`src/rtl/updown_counter_param.sv`:
```
// updown_counter_param
//   Parametrised up/down counter: synchronous load (clamped to limit),
//   programmable step, runtime modulo limit, wrap or saturate at the range
//   ends, sticky overflow/underflow flags and a registered event pulse.
//
// Parameters
//   WIDTH    : counter/load/step/limit width (>= 2)
//   SATURATE : 0 = wrap at range ends, 1 = saturate at range ends
//
// Ports
//   clk        : clock, all state updates on posedge
//   rst_n      : asynchronous active-low reset
//   ld_en      : synchronous load of datain (priority over en)
//   en         : count enable
//   updwn      : direction, 1 = down, 0 = up
//   datain     : load value
//   step       : count magnitude
//   limit      : upper bound, legal range is 0..limit
//   flag_clr   : clears sticky ovf/unf (a coincident event wins)
//   dataout    : registered count
//   tc         : terminal count (combinational)
//   ovf        : sticky up-count crossed limit
//   unf        : sticky down-count crossed 0
//   wrap_pulse : one-cycle pulse per wrap/saturation event
module updown_counter_param #(
    parameter int unsigned WIDTH    = 8,
    parameter bit          SATURATE = 1'b0
) (
    input  logic             clk,
    input  logic             rst_n,
    input  logic             ld_en,
    input  logic             en,
    input  logic             updwn,
    input  logic [WIDTH-1:0] datain,
    input  logic [WIDTH-1:0] step,
    input  logic [WIDTH-1:0] limit,
    input  logic             flag_clr,
    output logic [WIDTH-1:0] dataout,
    output logic             tc,
    output logic             ovf,
    output logic             unf,
    output logic             wrap_pulse
);

    logic [WIDTH-1:0] r_count;
    logic             r_ovf;
    logic             r_unf;
    logic             r_wrap;

    logic [WIDTH-1:0] w_se;
    logic [WIDTH-1:0] w_load;
    logic [WIDTH:0]   w_sum;
    logic [WIDTH:0]   w_lim_p1;
    logic [WIDTH-1:0] w_up_wrap;
    logic [WIDTH-1:0] w_dn_wrap;
    logic [WIDTH-1:0] w_next;
    logic             w_ovf_set;
    logic             w_unf_set;
    logic             w_event;

    assign w_se     = (step < limit) ? step : limit;
    assign w_load   = (datain < limit) ? datain : limit;
    assign w_sum    = {1'b0, r_count} + {1'b0, w_se};
    // limit+1 needs the extra bit so a full-range limit gives modulo 2^WIDTH
    assign w_lim_p1 = {1'b0, limit} + (WIDTH+1)'(1);
    // Both wrap results are < limit+1 by construction, so truncation is exact
    assign w_up_wrap = WIDTH'(w_sum - w_lim_p1);
    assign w_dn_wrap = WIDTH'({1'b0, r_count} + w_lim_p1 - {1'b0, w_se});

    always_comb begin
        w_next    = r_count;
        w_ovf_set = 1'b0;
        w_unf_set = 1'b0;
        w_event   = 1'b0;
        if (ld_en) begin
            w_next = w_load;
        end else if (en) begin
            if (r_count > limit) begin
                // limit was lowered below the current count
                w_next    = limit;
                w_ovf_set = 1'b1;
                w_event   = 1'b1;
            end else if (w_se != '0) begin
                if (!updwn) begin
                    if (w_sum > {1'b0, limit}) begin
                        w_ovf_set = 1'b1;
                        w_event   = 1'b1;
                        w_next    = SATURATE ? limit : w_up_wrap;
                    end else begin
                        w_next = w_sum[WIDTH-1:0];
                    end
                end else begin
                    if (r_count >= w_se) begin
                        w_next = r_count - w_se;
                    end else begin
                        w_unf_set = 1'b1;
                        w_event   = 1'b1;
                        w_next    = SATURATE ? '0 : w_dn_wrap;
                    end
                end
            end
        end
    end

    always_ff @(posedge clk or negedge rst_n) begin
        if (!rst_n) begin
            r_count <= '0;
            r_ovf   <= 1'b0;
            r_unf   <= 1'b0;
            r_wrap  <= 1'b0;
        end else begin
            r_count <= w_next;
            // set has priority over a coincident clear
            r_ovf   <= w_ovf_set | (r_ovf & ~flag_clr);
            r_unf   <= w_unf_set | (r_unf & ~flag_clr);
            r_wrap  <= w_event;
        end
    end

    assign dataout    = r_count;
    assign tc         = updwn ? (r_count == '0) : (r_count == limit);
    assign ovf        = r_ovf;
    assign unf        = r_unf;
    assign wrap_pulse = r_wrap;

endmodule

```
`config.mk`:
```
export PLATFORM = sky130hd
export DESIGN_NAME = updown_counter_param
export DESIGN_NICKNAME = d
export VERILOG_FILES = /design/src/rtl/updown_counter_param.sv
export SDC_FILE = /design/constraint.sdc
export NUM_CORES = 1
export LEC_CHECK = 0
export BUFFER_PORTS_ARGS = -buffer_cell sky130_fd_sc_hd__buf_2
export CAP_MARGIN = 25
export CELL_PAD_IN_SITES_DETAIL_PLACEMENT = 0
export CELL_PAD_IN_SITES_GLOBAL_PLACEMENT = 1
export CORE_ASPECT_RATIO = 0.7
export CORE_MARGIN = 3
export CORE_UTILIZATION = 30
export CTS_CLUSTER_SIZE = 14
export DETAILED_ROUTE_END_ITERATION = 6
export GPL_TIMING_DRIVEN = 0
export PLACE_DENSITY_LB_ADDON = 0.1
export SLEW_MARGIN = 30
export SYNTH_ARGS = -nofsm -noshare
export SYNTH_HDL_FRONTEND = slang
export SYNTH_SLANG_ARGS = --single-unit
export TNS_END_PERCENT = 10
```
`constraint.sdc`:
```
create_clock -name clk -period 3.9 [get_ports clk]
set_input_delay 0.78 -clock clk [delete_from_list [all_inputs] [get_ports clk]]
set_output_delay 0.78 -clock clk [all_outputs]
set_load 0.01 [all_outputs]
```
==> impl_metrics.toml, run 1 <==
[drt]
drc = 0
drtPass1Iterations = 4
drt_wl_total_um = 11500
num_vias = 3186
routed_via_density = 5.30
first_iter_violations = 191
wl_per_cell_um = 19.1
drtAntennaViolNets = 0

[grt]
overflow = 0
grt_pass1_wl_um = 17600
grt_use_total = 0.191
first_global_vias = 3100
grt_max_degree = 12
antenna_found_initial = 0

[logic_synthesis]
synth-main-ff-cell = "dfrtp_1"
synth_seq_cells = 11
avgSynthCellArea_um2 = 8.00
synthArstFlopShare = 1.00
syn_nets = 503
seq_area_frac_synth = 0.0862
yosysUniqueCellTypes = 59
yosys.area.top_type = "ha_1"
netlist_instances = 399
synth_area_um2 = 3190
ys_warn_count = 0
synthTopCellsByArea = "ha_1 25%, dfrtp_1 8.6%, xnor2_1 6.6%, fa_1 6.3%, nor2_1 5.3%"
synth_top_area_share = 0.251
synth_edf_count = 0

[clocking]
clk_pin_slew_ns = 0.04
cts_buffer_depth = 2
cts_root_buffer = "clkbuf_16"
cts_num_sinks = 11
cts_buffers = 3
h-tree-depth = 1
clkLatencyLatePin_ns = 0.24
cts_tree = "built"

[worst_setup_path]
path_class = "primary input to flop"
reg2reg_depth = 17
cp.required_ns = 4.03
end_kind = "flop"
cp_data_arrival_time_ns = 5.24
path_buf_inv = 6
cp_slowest_cell = "a2111oi_4"
cp_top_family = "compound AO/OA/AOI/OAI gates"
start_kind = "primary input"
crit_path_max_incr_delay_ns = 0.32
path_common_cell = "buf_6"
crit_fanout = 8
cp.depth = 26

[sta]
fin_skew_ns = 0.00431
fin_crit_ns = 5.11
rsz0062_at_grt = "yes"
setup_violations = 11
min_period_over_period = 1.31
slew_violations = 0
relSlewSlack = 0.601
worst_pin_slew_ns = 0.599
hold_slack_ns = 0.409
setup_ws_ns = -1.21
max_clock_freq_mhz = 196
final-hold-violation-count = 0

[cells_and_area]
drive_gt1_frac = 0.311
antennaDiodeCount = 0
syn2layout_area_growth_pct = 34.6
fin_area_um2 = 4300
nets = 578

[floorplanning]
num_io_pins = 42
die_w_um = 129
initial_core_util = 0.318
num_rows = 30
core_um2 = 10000
fp.dieH_um = 92.3
die_area_um2 = 11900

[job]
maxCapViolCount = 0

[placed_design]
post-dp-hpwl_um = 9230
port-buffer-count = 39
place.gp.congestion = 0.863
place_area_um2 = 3600
pre_cts_slack_ns = -2.13

[min_path]
holdCritPathClass = "primary input to async pin"

[status]
violations = "negative setup slack"
status = "complete, but fails checks"
## cell usage in the layout (no fill, tap or decap), types with 11 or more instances in the layout
cell type	Yosys	layout
a21oi_1	21	16
buf_2	2	36
buf_4	0	29
dfrtp_1	11	11
ha_1	64	55
inv_1	40	33
nand2_1	23	22
nor2_1	45	41
o21ai_0	15	11
xnor2_1	24	20
## cells by family (layout without fill, tap and decap cells)
group,count (synthesis),in the layout,share of synthesized area
flip-flops,11,11,0.0862
XOR/XNOR,30,30,0.0823
AND/OR/NAND/NOR,116,116,0.172
adder cells (fa/ha/maj),74,74,0.314
multiplexers,6,6,0.0208
buffers and inverters,50,124,0.0666
AO/OA/AOI/OAI,112,112,0.258
## cell type report
| cell class | count | area [µm²] |
|---|---|---|
| clock buffers | 4 | 78.8 |
| well taps | 128 | 160 |
| multi-input cells | 338 | 3060 |
| repair buffers | 70 | 472 |
| flip-flops and latches | 11 | 275 |
| plain buffers | 9 | 77.6 |
| inverters | 41 | 169 |
| fillers | 1017 | 5730 |
## per-stage QoR
step,utilization,setup TNS (ns),cells
floorplan,-,-8.50,399
global placement,0.359,-20.39,566
detailed placement,0.359,-20.39,566
CTS,0.404,-12.55,588
global route,0.429,-13.67,601
finish,0.429,-11.25,601
## flip-flops by register name, indices dropped and copies added (netlist names)
| signal | count |
|---|---|
| dataout | 8 |
| ovf | 1 |
| unf | 1 |
| wrap_pulse | 1 |
## path summary, 6_finish.rpt
check                           startpoint          to  slack [ns]
worst max register to register  dataout[1]  dataout[1]        0.12
worst min register to register         ovf         ovf        0.53
min in group clk                       ovf         ovf        0.53
worst min-delay path                 rst_n         ovf        0.41
worst max-delay path              limit[5]  dataout[1]       -1.21
max in group asynchronous            rst_n  dataout[1]        3.28
## routing by layer
metal	routed length (µm)	GRT usage	up-vias
li1	-	-	1592
met4	74	0.0184	0
met1	6070	0.298	1518
met2	4860	0.294	67
met3	508	0.0144	9
met5	0	0	-
## synth_stat cells, drive strengths merged (11+ instances only)
master,number
a21oi,21
dfrtp,11
ha,64
inv,41
nand2,23
nand3,11
nor2,45
nor3,11
o21ai,16
o22ai,11
xnor2,24
## repair_timing
item	CTS	global route
endpoints found under the hold margin	0	0
buffers inserted	17	13
gates cloned	1	0
endpoints found under the setup margin	11	11
pin swaps	30	27
hold buffers	0	0
resized for setup	50	30
Power of run 1 is left out: the tool's default activity adds up to more than one toggle a clock period on the data nets, which glitch-free logic cannot reach.
==> inputs of run 2 (changes only) <==
PLACE_DENSITY_LB_ADDON = 0.08   (was 0.1)
==> impl_metrics.toml, run 2 (same netlist as run 1, synthesis figures left out) <==
[status]
status = "complete, but fails checks"
violations = "negative setup slack"

[sta]
max_clock_freq_mhz = 192
rsz0062_at_grt = "yes"
final-hold-violation-count = 0
setup_ws_ns = -1.31
tns_ns = -12.92
worst_pin_slew_ns = 0.630
fin_crit_ns = 5.21
relSlewSlack = 0.578
min_period_over_period = 1.34
setup_violations = 11
slew_violations = 0
fin_skew_ns = 0.00175

[worst_setup_path]
crit_path_max_incr_delay_ns = 0.37
cp.required_ns = 4.00
end_kind = "flop"
start_kind = "primary input"
crit_fanout = 7
path_class = "primary input to flop"
cp_data_arrival_time_ns = 5.31
cp_slowest_cell = "ha_1"

[clocking]
clkLatencyLatePin_ns = 0.23
clk_pin_slew_ns = 0.04
cts_root_buffer = "clkbuf_16"
h-tree-depth = 1
cts_buffers = 3
cts_tree = "built"
cts_num_sinks = 11
ctsHoldBuffers = 0
cts_buffer_depth = 2

[drt]
first_iter_violations = 208
num_vias = 3231
drtPass1Iterations = 4
drt_wl_total_um = 11700
drtAntennaViolNets = 0
drc = 0
wl_per_cell_um = 19.2
routed_via_density = 5.32

[grt]
overflow = 0
grt_max_degree = 12
antenna_found_initial = 0
grt_pass1_wl_um = 17700
grt_use_total = 0.192
first_global_vias = 3105

[placed_design]
place.gp.congestion = 0.854
place_area_um2 = 3600
port-buffer-count = 39
post-dp-hpwl_um = 9290

[job]
maxCapViolCount = 0

[cells_and_area]
antennaDiodeCount = 0
syn2layout_area_growth_pct = 33.4
largest_register_ffs = 8
fin_area_um2 = 4260
drive_gt1_frac = 0.307
final_common_cell = "ha_1"
final_cell_mix = "53 x ha_1, 40 x nor2_1, 37 x buf_2"
nets = 584
nFillCells = 1016

[floorplanning]
initial_core_util = 0.318
die_area_um2 = 11900
fp.dieH_um = 92.3
num_rows = 30
die_w_um = 129
num_io_pins = 42
core_um2 = 10000

[min_path]
holdCritPathClass = "primary input to async pin"

[pwr]
power_uw = 4620
power.density_nw_per_um2 = 1090
p_leak_uw = 0.00195
peakVddDrop_mv = 0.562
==> run 2: area by class of cell <==
class | instances | area, µm² | share of cell area
sequential | 11 | 275 | 0.0646
multi-input combinational | 338 | 2990 | 0.703
tap | 128 | 160 | 0.0376
clock buffer | 4 | 78.8 | 0.0185
inverter | 41 | 171 | 0.0402
buffer | 9 | 77.6 | 0.0182
timing repair buffer | 76 | 503 | 0.118
==> run 2: timing repair <==
action	in CTS	in global routing
pin swaps	13	34
hold endpoints to repair	0	0
endpoints found under the setup margin	11	11
gates resized for setup	26	40
buffers inserted	21	15
gates cloned	1	0
==> run 2: critical path: cells and delay by family <==
kind,cells,cell delay [ns]
AOI/OAI and AO/OA,10,1.70
buffers and inverters,5,0.80
xor gates and xnor gates,1,0.15
and+or+nand+nor,6,0.97
adders and majority gates,3,0.92
==> run 2: report_power, final <==
part | leakage (µW) | total [µW] | switching, µW | internal [µW]
Sequential | 0.000134 | 334 | 167 | 167
Clock | 0.0000382 | 184 | 47.5 | 137
Combinational | 0.00178 | 4100 | 2190 | 1920
==> run 2: metrics by stage <==
| step | hold slack, ns | std cells | utilization | setup slack [ns] |
|---|---|---|---|---|
| 4_1_cts | 0.420 | 592 | 0.396 | -1.44 |
| 2_1_floorplan | 0.484 | 399 | - | -0.932 |
| 5_1_grt | 0.433 | 607 | 0.425 | -1.47 |
| 6_report | 0.412 | 607 | 0.425 | -1.31 |
| 3_5_place_dp | 0.531 | 566 | 0.359 | -2.20 |
| 3_3_place_gp | 0.526 | 566 | 0.359 | -2.19 |
==> run 2: final timing paths <==
kind	from	to	slack (ns)	depth (start not counted)
max reg2reg	dataout[1]	dataout[4]	0.17	16
max in group asynchronous	rst_n	wrap_pulse	3.28	1
min in group clk	unf	unf	0.53	2
min	rst_n	dataout[7]	0.41	1
min reg2reg	unf	unf	0.53	2
max	limit[7]	dataout[4]	-1.31	25
==> run 2: layer usage <==
metal / GRT usage / wire length (µm) / up-vias
li1: - / - / 1604
met1: 0.308 / 5850 / 1546
met2: 0.280 / 4870 / 75
met3: 0.0144 / 866 / 6
met4: 0.0280 / 95 / 0
met5: 0 / 0 / -
Power figures use the tool's default switching activity.
